===== src/rtl/inst_encoder_if.sv =====
// Request and instruction-memory write handshakes for inst_encoder.
// master drives requests and accepts writes; slave is the encoder.
interface inst_encoder_if #(
  parameter int ADDR_W = 8
);
  logic              in_valid;
  logic              in_ready;
  logic              in_last;
  logic [3:0]        in_kind;
  logic [4:0]        in_rs;
  logic [4:0]        in_rt;
  logic [4:0]        in_rd;
  logic [15:0]       in_imm;
  logic [25:0]       in_target;
  logic              mem_we;
  logic              mem_ready;
  logic [ADDR_W-1:0] mem_addr;
  logic [31:0]       mem_wdata;

  modport master (
    output in_valid, in_last, in_kind,
    output in_rs, in_rt, in_rd,
    output in_imm, in_target, mem_ready,
    input  in_ready, mem_we,
    input  mem_addr, mem_wdata
  );

  modport slave (
    input  in_valid, in_last, in_kind,
    input  in_rs, in_rt, in_rd,
    input  in_imm, in_target, mem_ready,
    output in_ready, mem_we,
    output mem_addr, mem_wdata
  );
endinterface


===== src/rtl/inst_encoder.sv =====
// Packs symbolic MIPS instructions into words, buffers them
// and writes them to consecutive instruction-memory addresses.
module inst_encoder #(
  parameter int ADDR_W = 8,
  parameter int DEPTH  = 4
) (
  input  logic              clk,
  input  logic              rst_n,
  input  logic              load_start,
  input  logic [ADDR_W-1:0] start_addr,
  inst_encoder_if.slave     bus,
  output logic [ADDR_W:0]   count,
  output logic              done,
  output logic              err
);
  localparam int PW = $clog2(DEPTH);
  localparam logic [PW:0]       PTR_ONE  = 1;
  localparam logic [ADDR_W-1:0] ADDR_ONE = 1;
  localparam logic [ADDR_W:0]   CNT_ONE  = 1;

  typedef enum logic [1:0] {
    IDLE,
    LOAD,
    DRAIN
  } state_t;

  state_t state, state_n;

  logic [31:0]       fifo [DEPTH];
  logic [PW:0]       wr_ptr, rd_ptr;
  logic [ADDR_W-1:0] addr;
  logic [31:0]       word;
  logic [4:0]        rs, rt, rd;
  logic [15:0]       imm;
  logic              legal, empty, full;
  logic              accept, push, pop;

  assign rs  = bus.in_rs;
  assign rt  = bus.in_rt;
  assign rd  = bus.in_rd;
  assign imm = bus.in_imm;

  assign empty = wr_ptr == rd_ptr;
  assign full  = (wr_ptr[PW] != rd_ptr[PW]) &&
                 (wr_ptr[PW-1:0] == rd_ptr[PW-1:0]);

  // load_start wins over any handshake in the same cycle
  assign bus.in_ready  = (state == LOAD) && !full && !load_start;
  assign accept        = bus.in_valid && bus.in_ready;
  assign push          = accept && legal;
  assign bus.mem_we    = !empty && !load_start;
  assign pop           = bus.mem_we && bus.mem_ready;
  assign bus.mem_addr  = addr;
  assign bus.mem_wdata = empty ? '0 : fifo[rd_ptr[PW-1:0]];
  assign done          = (state == DRAIN) && empty && !load_start;

  always_comb begin
    word  = '0;
    legal = 1'b1;
    unique case (bus.in_kind)
      4'd0:  word = {6'h00, rs, rt, rd, 5'd0, 6'h20};
      4'd1:  word = {6'h00, rs, rt, rd, 5'd0, 6'h22};
      4'd2:  word = {6'h00, rs, rt, rd, 5'd0, 6'h2A};
      4'd3:  word = {6'h00, rs, 15'd0, 6'h08};
      4'd4:  word = {6'h08, rs, rt, imm};
      4'd5:  word = {6'h0A, rs, rt, imm};
      4'd6:  word = {6'h23, rs, rt, imm};
      4'd7:  word = {6'h2B, rs, rt, imm};
      4'd8:  word = {6'h04, rs, rt, imm};
      4'd9:  word = {6'h05, rs, rt, imm};
      4'd10: word = {6'h02, bus.in_target};
      4'd11: word = {6'h03, bus.in_target};
      default: legal = 1'b0;
    endcase
  end

  always_ff @(posedge clk or negedge rst_n) begin
    if (!rst_n) state <= IDLE;
    else        state <= state_n;
  end

  always_comb begin
    state_n = state;
    unique case (state)
      IDLE:    state_n = IDLE;
      LOAD:    if (accept && bus.in_last) state_n = DRAIN;
      DRAIN:   if (empty) state_n = IDLE;
      default: state_n = IDLE;
    endcase
    if (load_start) state_n = LOAD;
  end

  always_ff @(posedge clk) begin
    if (push) fifo[wr_ptr[PW-1:0]] <= word;
  end

  always_ff @(posedge clk or negedge rst_n) begin
    if (!rst_n) begin
      wr_ptr <= '0;
      rd_ptr <= '0;
      addr   <= '0;
      count  <= '0;
      err    <= 1'b0;
    end else if (load_start) begin
      wr_ptr <= '0;
      rd_ptr <= '0;
      addr   <= start_addr;
      count  <= '0;
      err    <= 1'b0;
    end else begin
      if (push) wr_ptr <= wr_ptr + PTR_ONE;
      if (pop) begin
        rd_ptr <= rd_ptr + PTR_ONE;
        addr   <= addr + ADDR_ONE;
        count  <= count + CNT_ONE;
      end
      // illegal mnemonic, or a write that wraps the address space
      if ((accept && !legal) || (pop && &addr)) err <= 1'b1;
    end
  end
endmodule


===== src/flat_wrapper.sv =====
// flat-port wrapper written by rule: the top's interface ports become plain ports
module inst_encoder_flat 
#(
  parameter int ADDR_W = 8,
  parameter int DEPTH  = 4
)
  (clk, rst_n, load_start, start_addr, count, done, err, bus_in_valid, bus_in_last, bus_in_kind, bus_in_rs, bus_in_rt, bus_in_rd, bus_in_imm, bus_in_target, bus_mem_ready, bus_in_ready, bus_mem_we, bus_mem_addr, bus_mem_wdata);
  inst_encoder_if #(.ADDR_W(ADDR_W)) bus_i ();
  input  logic clk;
  input  logic rst_n;
  input  logic load_start;
  input  logic [ADDR_W-1:0] start_addr;
  output logic [ADDR_W:0] count;
  output logic done;
  output logic err;
  input wire logic [$bits(bus_i.in_valid)-1:0] bus_in_valid;
  input wire logic [$bits(bus_i.in_last)-1:0] bus_in_last;
  input wire logic [$bits(bus_i.in_kind)-1:0] bus_in_kind;
  input wire logic [$bits(bus_i.in_rs)-1:0] bus_in_rs;
  input wire logic [$bits(bus_i.in_rt)-1:0] bus_in_rt;
  input wire logic [$bits(bus_i.in_rd)-1:0] bus_in_rd;
  input wire logic [$bits(bus_i.in_imm)-1:0] bus_in_imm;
  input wire logic [$bits(bus_i.in_target)-1:0] bus_in_target;
  input wire logic [$bits(bus_i.mem_ready)-1:0] bus_mem_ready;
  output wire logic [$bits(bus_i.in_ready)-1:0] bus_in_ready;
  output wire logic [$bits(bus_i.mem_we)-1:0] bus_mem_we;
  output wire logic [$bits(bus_i.mem_addr)-1:0] bus_mem_addr;
  output wire logic [$bits(bus_i.mem_wdata)-1:0] bus_mem_wdata;
  assign bus_i.in_valid = bus_in_valid;
  assign bus_i.in_last = bus_in_last;
  assign bus_i.in_kind = bus_in_kind;
  assign bus_i.in_rs = bus_in_rs;
  assign bus_i.in_rt = bus_in_rt;
  assign bus_i.in_rd = bus_in_rd;
  assign bus_i.in_imm = bus_in_imm;
  assign bus_i.in_target = bus_in_target;
  assign bus_i.mem_ready = bus_mem_ready;
  assign bus_in_ready = bus_i.in_ready;
  assign bus_mem_we = bus_i.mem_we;
  assign bus_mem_addr = bus_i.mem_addr;
  assign bus_mem_wdata = bus_i.mem_wdata;
  inst_encoder #(.ADDR_W(ADDR_W), .DEPTH(DEPTH)) u_core (.clk(clk), .rst_n(rst_n), .load_start(load_start), .start_addr(start_addr), .bus(bus_i), .count(count), .done(done), .err(err));
endmodule

===== config.mk =====
export PLATFORM = sky130hd
export DESIGN_NAME = inst_encoder_flat
export DESIGN_NICKNAME = d
export VERILOG_FILES = /design/src/rtl/inst_encoder_if.sv /design/src/rtl/inst_encoder.sv /design/src/flat_wrapper.sv
export SDC_FILE = /design/constraint.sdc
export NUM_CORES = 1
export LEC_CHECK = 0
export BUFFER_PORTS_ARGS = -buffer_cell sky130_fd_sc_hd__buf_2
export CORE_UTILIZATION = 60
export CTS_CLUSTER_DIAMETER = 50
export DETAILED_ROUTE_END_ITERATION = 16
export PLACE_DENSITY = 0.85
export SLEW_MARGIN = 20
export SYNTH_ARGS = -nofsm -noshare
export SYNTH_HDL_FRONTEND = slang
export SYNTH_SLANG_ARGS = --single-unit

===== constraint.sdc =====
create_clock -name clk -period 5.7 [get_ports clk]
set_input_delay 0.57 -clock clk [delete_from_list [all_inputs] [get_ports clk]]
set_output_delay 0.57 -clock clk [all_outputs]
set_load 0.02 [all_outputs]

Word-level counts from Yosys, hierarchy flattened
Memories as Yosys holds them, arrays and structs flattened.
Cells that the tools add are included.
W data, S select, Z words.
{"block": "op_classes", "muxes": 19, "n_reduce_logical": 24, "n_addsub": 4, "eq_ne": 18}
{"op": "$pmux W32 S12", "n": 1}
{"op": "$mux W32", "n": 1}
{"op": "$mux W9", "n": 2}
{"op": "$eq A4 B3 Y1 const B", "n": 4}
{"op": "$eq A4 B4 Y1 const B", "n": 4}
{"op": "$mux W8", "n": 2}
{"op": "$logic_and A1 B1 Y1", "n": 12}
{"op": "$mux W3", "n": 4}
{"op": "$reduce_or A12 Y1", "n": 1}
{"op": "$add A9 B1 Y9 const B", "n": 1}
{"op": "$add A8 B1 Y8 const B", "n": 1}
{"op": "$eq A4 B2 Y1 const B", "n": 2}
{"op": "$reduce_and A8 Y1", "n": 1}
{"op": "$add A3 B1 Y3 const B", "n": 2}
{"op": "$mux W2", "n": 3}
{"op": "$reduce_bool A2 Y1", "n": 3}
{"op": "$mux W1", "n": 5}
{"op": "$eq A4 B1 Y1 const B", "n": 1}
{"op": "$logic_not A1 Y1", "n": 4}
{"op": "$logic_not A4 Y1", "n": 1}
{"op": "$pmux W2 S2", "n": 1}
{"op": "$eq A3 B3 Y1", "n": 1}
{"op": "$ne A3 B2 Y1 const B", "n": 1}
{"op": "$ne A3 B3 Y1 const B", "n": 1}
{"op": "6 further kinds", "n": 6}
{"block": "word_totals", "mem_count": 1, "output_inout_bits": 53, "word_cells": 72, "ff_bits": 26, "inputBits": 75, "ramBits": 128}
{"memory": "u_core.fifo", "depth": 4, "word_bits": 32, "rd": 1, "rd_clocked_by_memory_dff": 0, "write_ports": 1, "line": "inst_encoder.sv:29", "text": "logic [31:0] fifo [DEPTH];"}

Depth between registers and ports, before layout
{"block": "depth", "word_depth": 10, "mapped_depth": 7, "depth_no_buf": 5}

Worst setup path before layout
OpenSTA, ideal clock, no wires.
{"block": "synth_timing", "path_type": "input-to-reg", "start": "input load_start", "end": "memory u_core.fifo[3][0] (enable)", "setup_time_ps": 419, "path_buffers": 1, "stages": 4, "t_required_ps": 5281, "setup_slack_ps": 2830, "arrival_ps": 2451, "path_cell_list": "clkbuf_1 > nor3b_1 > nand3_1 > nor2_1"}
{"block": "synth_between", "elab_chain_cells": 6}
{"element": "from (decl)", "line": "flat_wrapper.sv:11", "text": "input logic load_start;"}
{"element": "$logic_not A1 Y1", "line": "inst_encoder.sv:48", "text": "assign bus.in_ready = (state == LOAD) && !full && !load_start;"}
{"element": "$logic_and A1 B1 Y1", "line": "inst_encoder.sv:48"}
{"element": "$logic_and A1 B1 Y1", "line": "inst_encoder.sv:49", "text": "assign accept = bus.in_valid && bus.in_ready;"}
{"element": "$logic_and A1 B1 Y1", "line": "inst_encoder.sv:50", "text": "assign push = accept && legal;"}
{"element": "$mux W1", "line": "inst_encoder.sv:94", "text": "if (push) fifo[wr_ptr[PW-1:0]] <= word;"}
{"element": "$mux W1 (not written as such)", "line": "inst_encoder.sv:94"}
{"element": "to (decl)", "line": "inst_encoder.sv:29"}
No other way between the ends.

Final worst setup path
{"block": "layout_timing", "start": "register u_core.rd_ptr[1]", "end": "output done"}
{"block": "layout_between", "elab_chain_cells": 3}
{"element": "from (decl)", "line": "inst_encoder.sv:30", "text": "logic [PW:0] wr_ptr, rd_ptr;"}
{"element": "from (signal assigned)", "line": "inst_encoder.sv:113", "text": "rd_ptr <= rd_ptr + PTR_ONE;"}
{"element": "$eq A3 B3 Y1", "line": "inst_encoder.sv:43", "text": "assign empty = wr_ptr == rd_ptr;"}
{"element": "$logic_and A1 B1 Y1 (2 in series)", "line": "inst_encoder.sv:55", "text": "assign done = (state == DRAIN) && empty && !load_start;"}
{"element": "to (decl)", "line": "flat_wrapper.sv:14", "text": "output logic done;"}
No other way between the ends.

==> run_results.csv <==
group,metric,value,unit
setup_path,start_kind,"flip-flop",
clock_network,cts_setup_buffers,0,
job,cap_violations,0,
setup_path,crit_family,"simple AND/OR/NAND/NOR gates",
global_route,grt-ovfl-total,0,
clock_network,cts.sinks,150,
drt,detail-route-antenna-nets,0,
global_route,grt_usage,0.2618,
global_route,grt_pass1_vias,4335,
clock_network,clk_pin_slew,60,ps
setup_path,critical_path_class,"reg -> out",
clock_network,cts_hold_buffers,0,
setup_path,arrival,3300,ps
power_and_ir_drop,leakage,3.083,nW
drt,viasPerCell,6.105,
clock_network,clk_path_buf_depth,2,
clock_network,clk_latency,530,ps
timing,finClkSkew,6.286,ps
logic_synthesis,synth_most_common_cell,"edfxtp_1",
logic_synthesis,synth_area,6738,um2
drt,via_count,4341,
layout,layout.cells.non_filler,711,
logic_synthesis,ys.flop_type,"edfxtp_1",
timing,max-slew-margin-rel,0.2915,
drt,drc_errors,0,
placement,hpwlAfterDp,8.610,mm
clock_network,cts_htree_levels,4,
drt,dr.pass1.iters,6,
timing,worst_slew_pin_slew,1060,ps
layout,fin_util,0.7375,
floorplan,die_h,108.0,um
timing,finalHoldViolCount,0,
worst_hold_path,hp-class,"in -> async",
timing,setup_viol,0,
global_route,antenna_found_initial,0,
timing,fmax,258.4,MHz
drt,wire_per_inst,19.59,um
logic_synthesis,synth.avg_cell_area,15.38,um2
floorplan,pin_count,128,
placement,portBuffers,126,
power_and_ir_drop,power_density,365.9,nW/um2
timing,slew_violations,0,
clock_network,tritoncts,"yes",
layout,area_delta_synth_final,19.18,%
logic_synthesis,yosys.area.top_type,"edfxtp_1",
logic_synthesis,synth-edff-count,124,
layout,layout.nets,640,
setup_path,critical_path_required,5130,ps
drt,drt_iter0_markers,361,
setup_path,end_kind,"output port",
timing,rsz0062_at_grt,"no",
placement,preCtsSetupSlack,2350,ps
logic_synthesis,seq_area_frac_synth,0.6492,
logic_synthesis,synth_area_leaders,"edfxtp_1 (55%), mux4_2 (10%), dfrtp_1 (9.7%), nor2b_1 (2.0%), a22o_1 (1.7%)",
layout,fillers,650,
global_route,grt_max_degree,36,
clock_network,cts-root-buf,"clkbuf_8",
outcome,outcome,"finished clean",
setup_path,slowest_delay,940,ps
setup_path,crit_chain,"xor2_2 > nor3_2 > buf_4 > nor4bb_1 > buf_2",
layout,diodes,0,
logic_synthesis,synth_top_cell_area_share,0.5526,
logic_synthesis,synth_common_cells,"edfxtp_1 (124), mux4_2 (31), dfrtp_1 (26), nor2b_1 (22), nand2_1 (17)",
setup_path,cp-startpoint,"u_core.rd_ptr[1]$_DFFE_PN0P_",
setup_path,worst_path_max_delay_cell,"dfrtp_2",
floorplan,die_w,108.0,um
floorplan,die-area,11660,um2
global_route,grt_pass1_wl,21.98,mm
timing,period_minus_slack,3870,ps
timing,layout_setup_ws,1830,ps
logic_synthesis,syn_nets,520,
timing,timing.hold.ws,48.74,ps
logic_synthesis,ys_types,49,
logic_synthesis,synth_warnings,0,
setup_path,reg2reg_from,"u_core.rd_ptr[1]$_DFFE_PN0P_",
placement,dp.cells,679,
floorplan,std_cell_rows,38,
floorplan,initial_core_util,0.6188,
placement,gp_congestion,0.7731,
logic_synthesis,ys_async_sr_fraction,0.1733,
logic_synthesis,syn_inst,438,
floorplan,core,10890,um2
logic_synthesis,synth-seq-cells,150,
timing,tns,0,ps
setup_path,crit_path_max_fanout,35,
drt,drt-total-wl,13.93,mm
setup_path,path_buf_inv,2,
clock_network,cts_buffers,17,
timing,finalCritPeriodShare,0.6790,
layout,drive_gt1_frac,0.3608,
clock_network,cts_resized,0,
power_and_ir_drop,ir_drop,0.2088,mV
## area by class of cell
cell class              instances  area [um2]  share of cell area
repair buffers                128       645.6             0.08040
clock inverters                15       177.7             0.02213
flip-flops and latches        150        4377              0.5450
clock buffers                  17       414.1             0.05157
inverters                      16       60.06            0.007479
multi-input cells             245        2181              0.2716
well taps                     140       175.2             0.02181
## power breakdown
group	leakage, nW	switching (mW)	total (mW)	internal (mW)
clock	0.280	0.436	1.10	0.668
combinational	1.33	0.335	0.572	0.237
sequential	1.47	0.0322	1.26	1.23
## cells in the final DEF (no fill, tap or decap), drive strengths merged, types with 11 or more instances in the layout
master    n
clkbuf   17
nand2    17
a21oi    13
o21ai    13
o31ai    11
nand3    13
a22o     13
buf     128
and2b    13
edfxtp  124
nor2     13
dfrtp    26
nor2b    22
inv      19
mux4     31
## worst reg2reg max path, cell delays in order (launching register included)
cell and delay (ps):
dfrtp_2 940, xor2_2 370, o31a_1 360, and3_2 820
## through the flow
step           total power, mW  area (um2)
6_report                 2.939        8030
5_1_grt                  3.047        8030
4_1_cts                  2.957        8030
3_5_place_dp             1.853        7438
3_3_place_gp             1.838        7438
2_1_floorplan            1.686        6738
## cell families (layout without fill, tap and decap cells)
family / count (synthesis) / count (layout) / synth area share
compound gates: 82 / 82 / 0.08839
xor+xnor: 10 / 10 / 0.01634
fa+ha+maj: 7 / 7 / 0.01300
buf+inv: 43 / 176 / 0.02952
flops: 150 / 150 / 0.6492
mux: 34 / 34 / 0.1081
other cells: 1 / 1 / 0.0005566
simple gates: 111 / 111 / 0.09489
## state kept, by name, summed over array words and instances (netlist names)
register	cells
u_core.bus.mem_addr	8
u_core.count	9
u_core.err	1
u_core.fifo	124
u_core.rd_ptr	3
u_core.state	2
u_core.wr_ptr	3
## worst paths after layout
| path | end | slack [ps] | cells after the start |
|---|---|---|---|
| max in group asynchronous | u_core.rd_ptr[0]$_DFFE_PN0P_ | 5210 | 1 |
| max | done | 1830 | 5 |
| max reg2reg | u_core.fifo[1][2]$_DFFE_PP_ | 2830 | 3 |
| min in group clk | u_core.bus.mem_addr[2]$_DFFE_PN0P_ | 260 | 3 |
| min reg2reg | u_core.err$_DFFE_PN0P_ | 510 | 2 |
| min | u_core.count[4]$_DFFE_PN0P_ | 50 | 1 |
## per-layer routing
layer / track usage / vias to the layer above / share of wire
met5: 0 / - / 0
met1: 0.3057 / 2134 / 0.38
li1: - / 1958 / -
met2: 0.4536 / 219 / 0.52
met3: 0.06570 / 30 / 0.072
met4: 0.1243 / 0 / 0.027
Power figures use the tool's default switching activity.
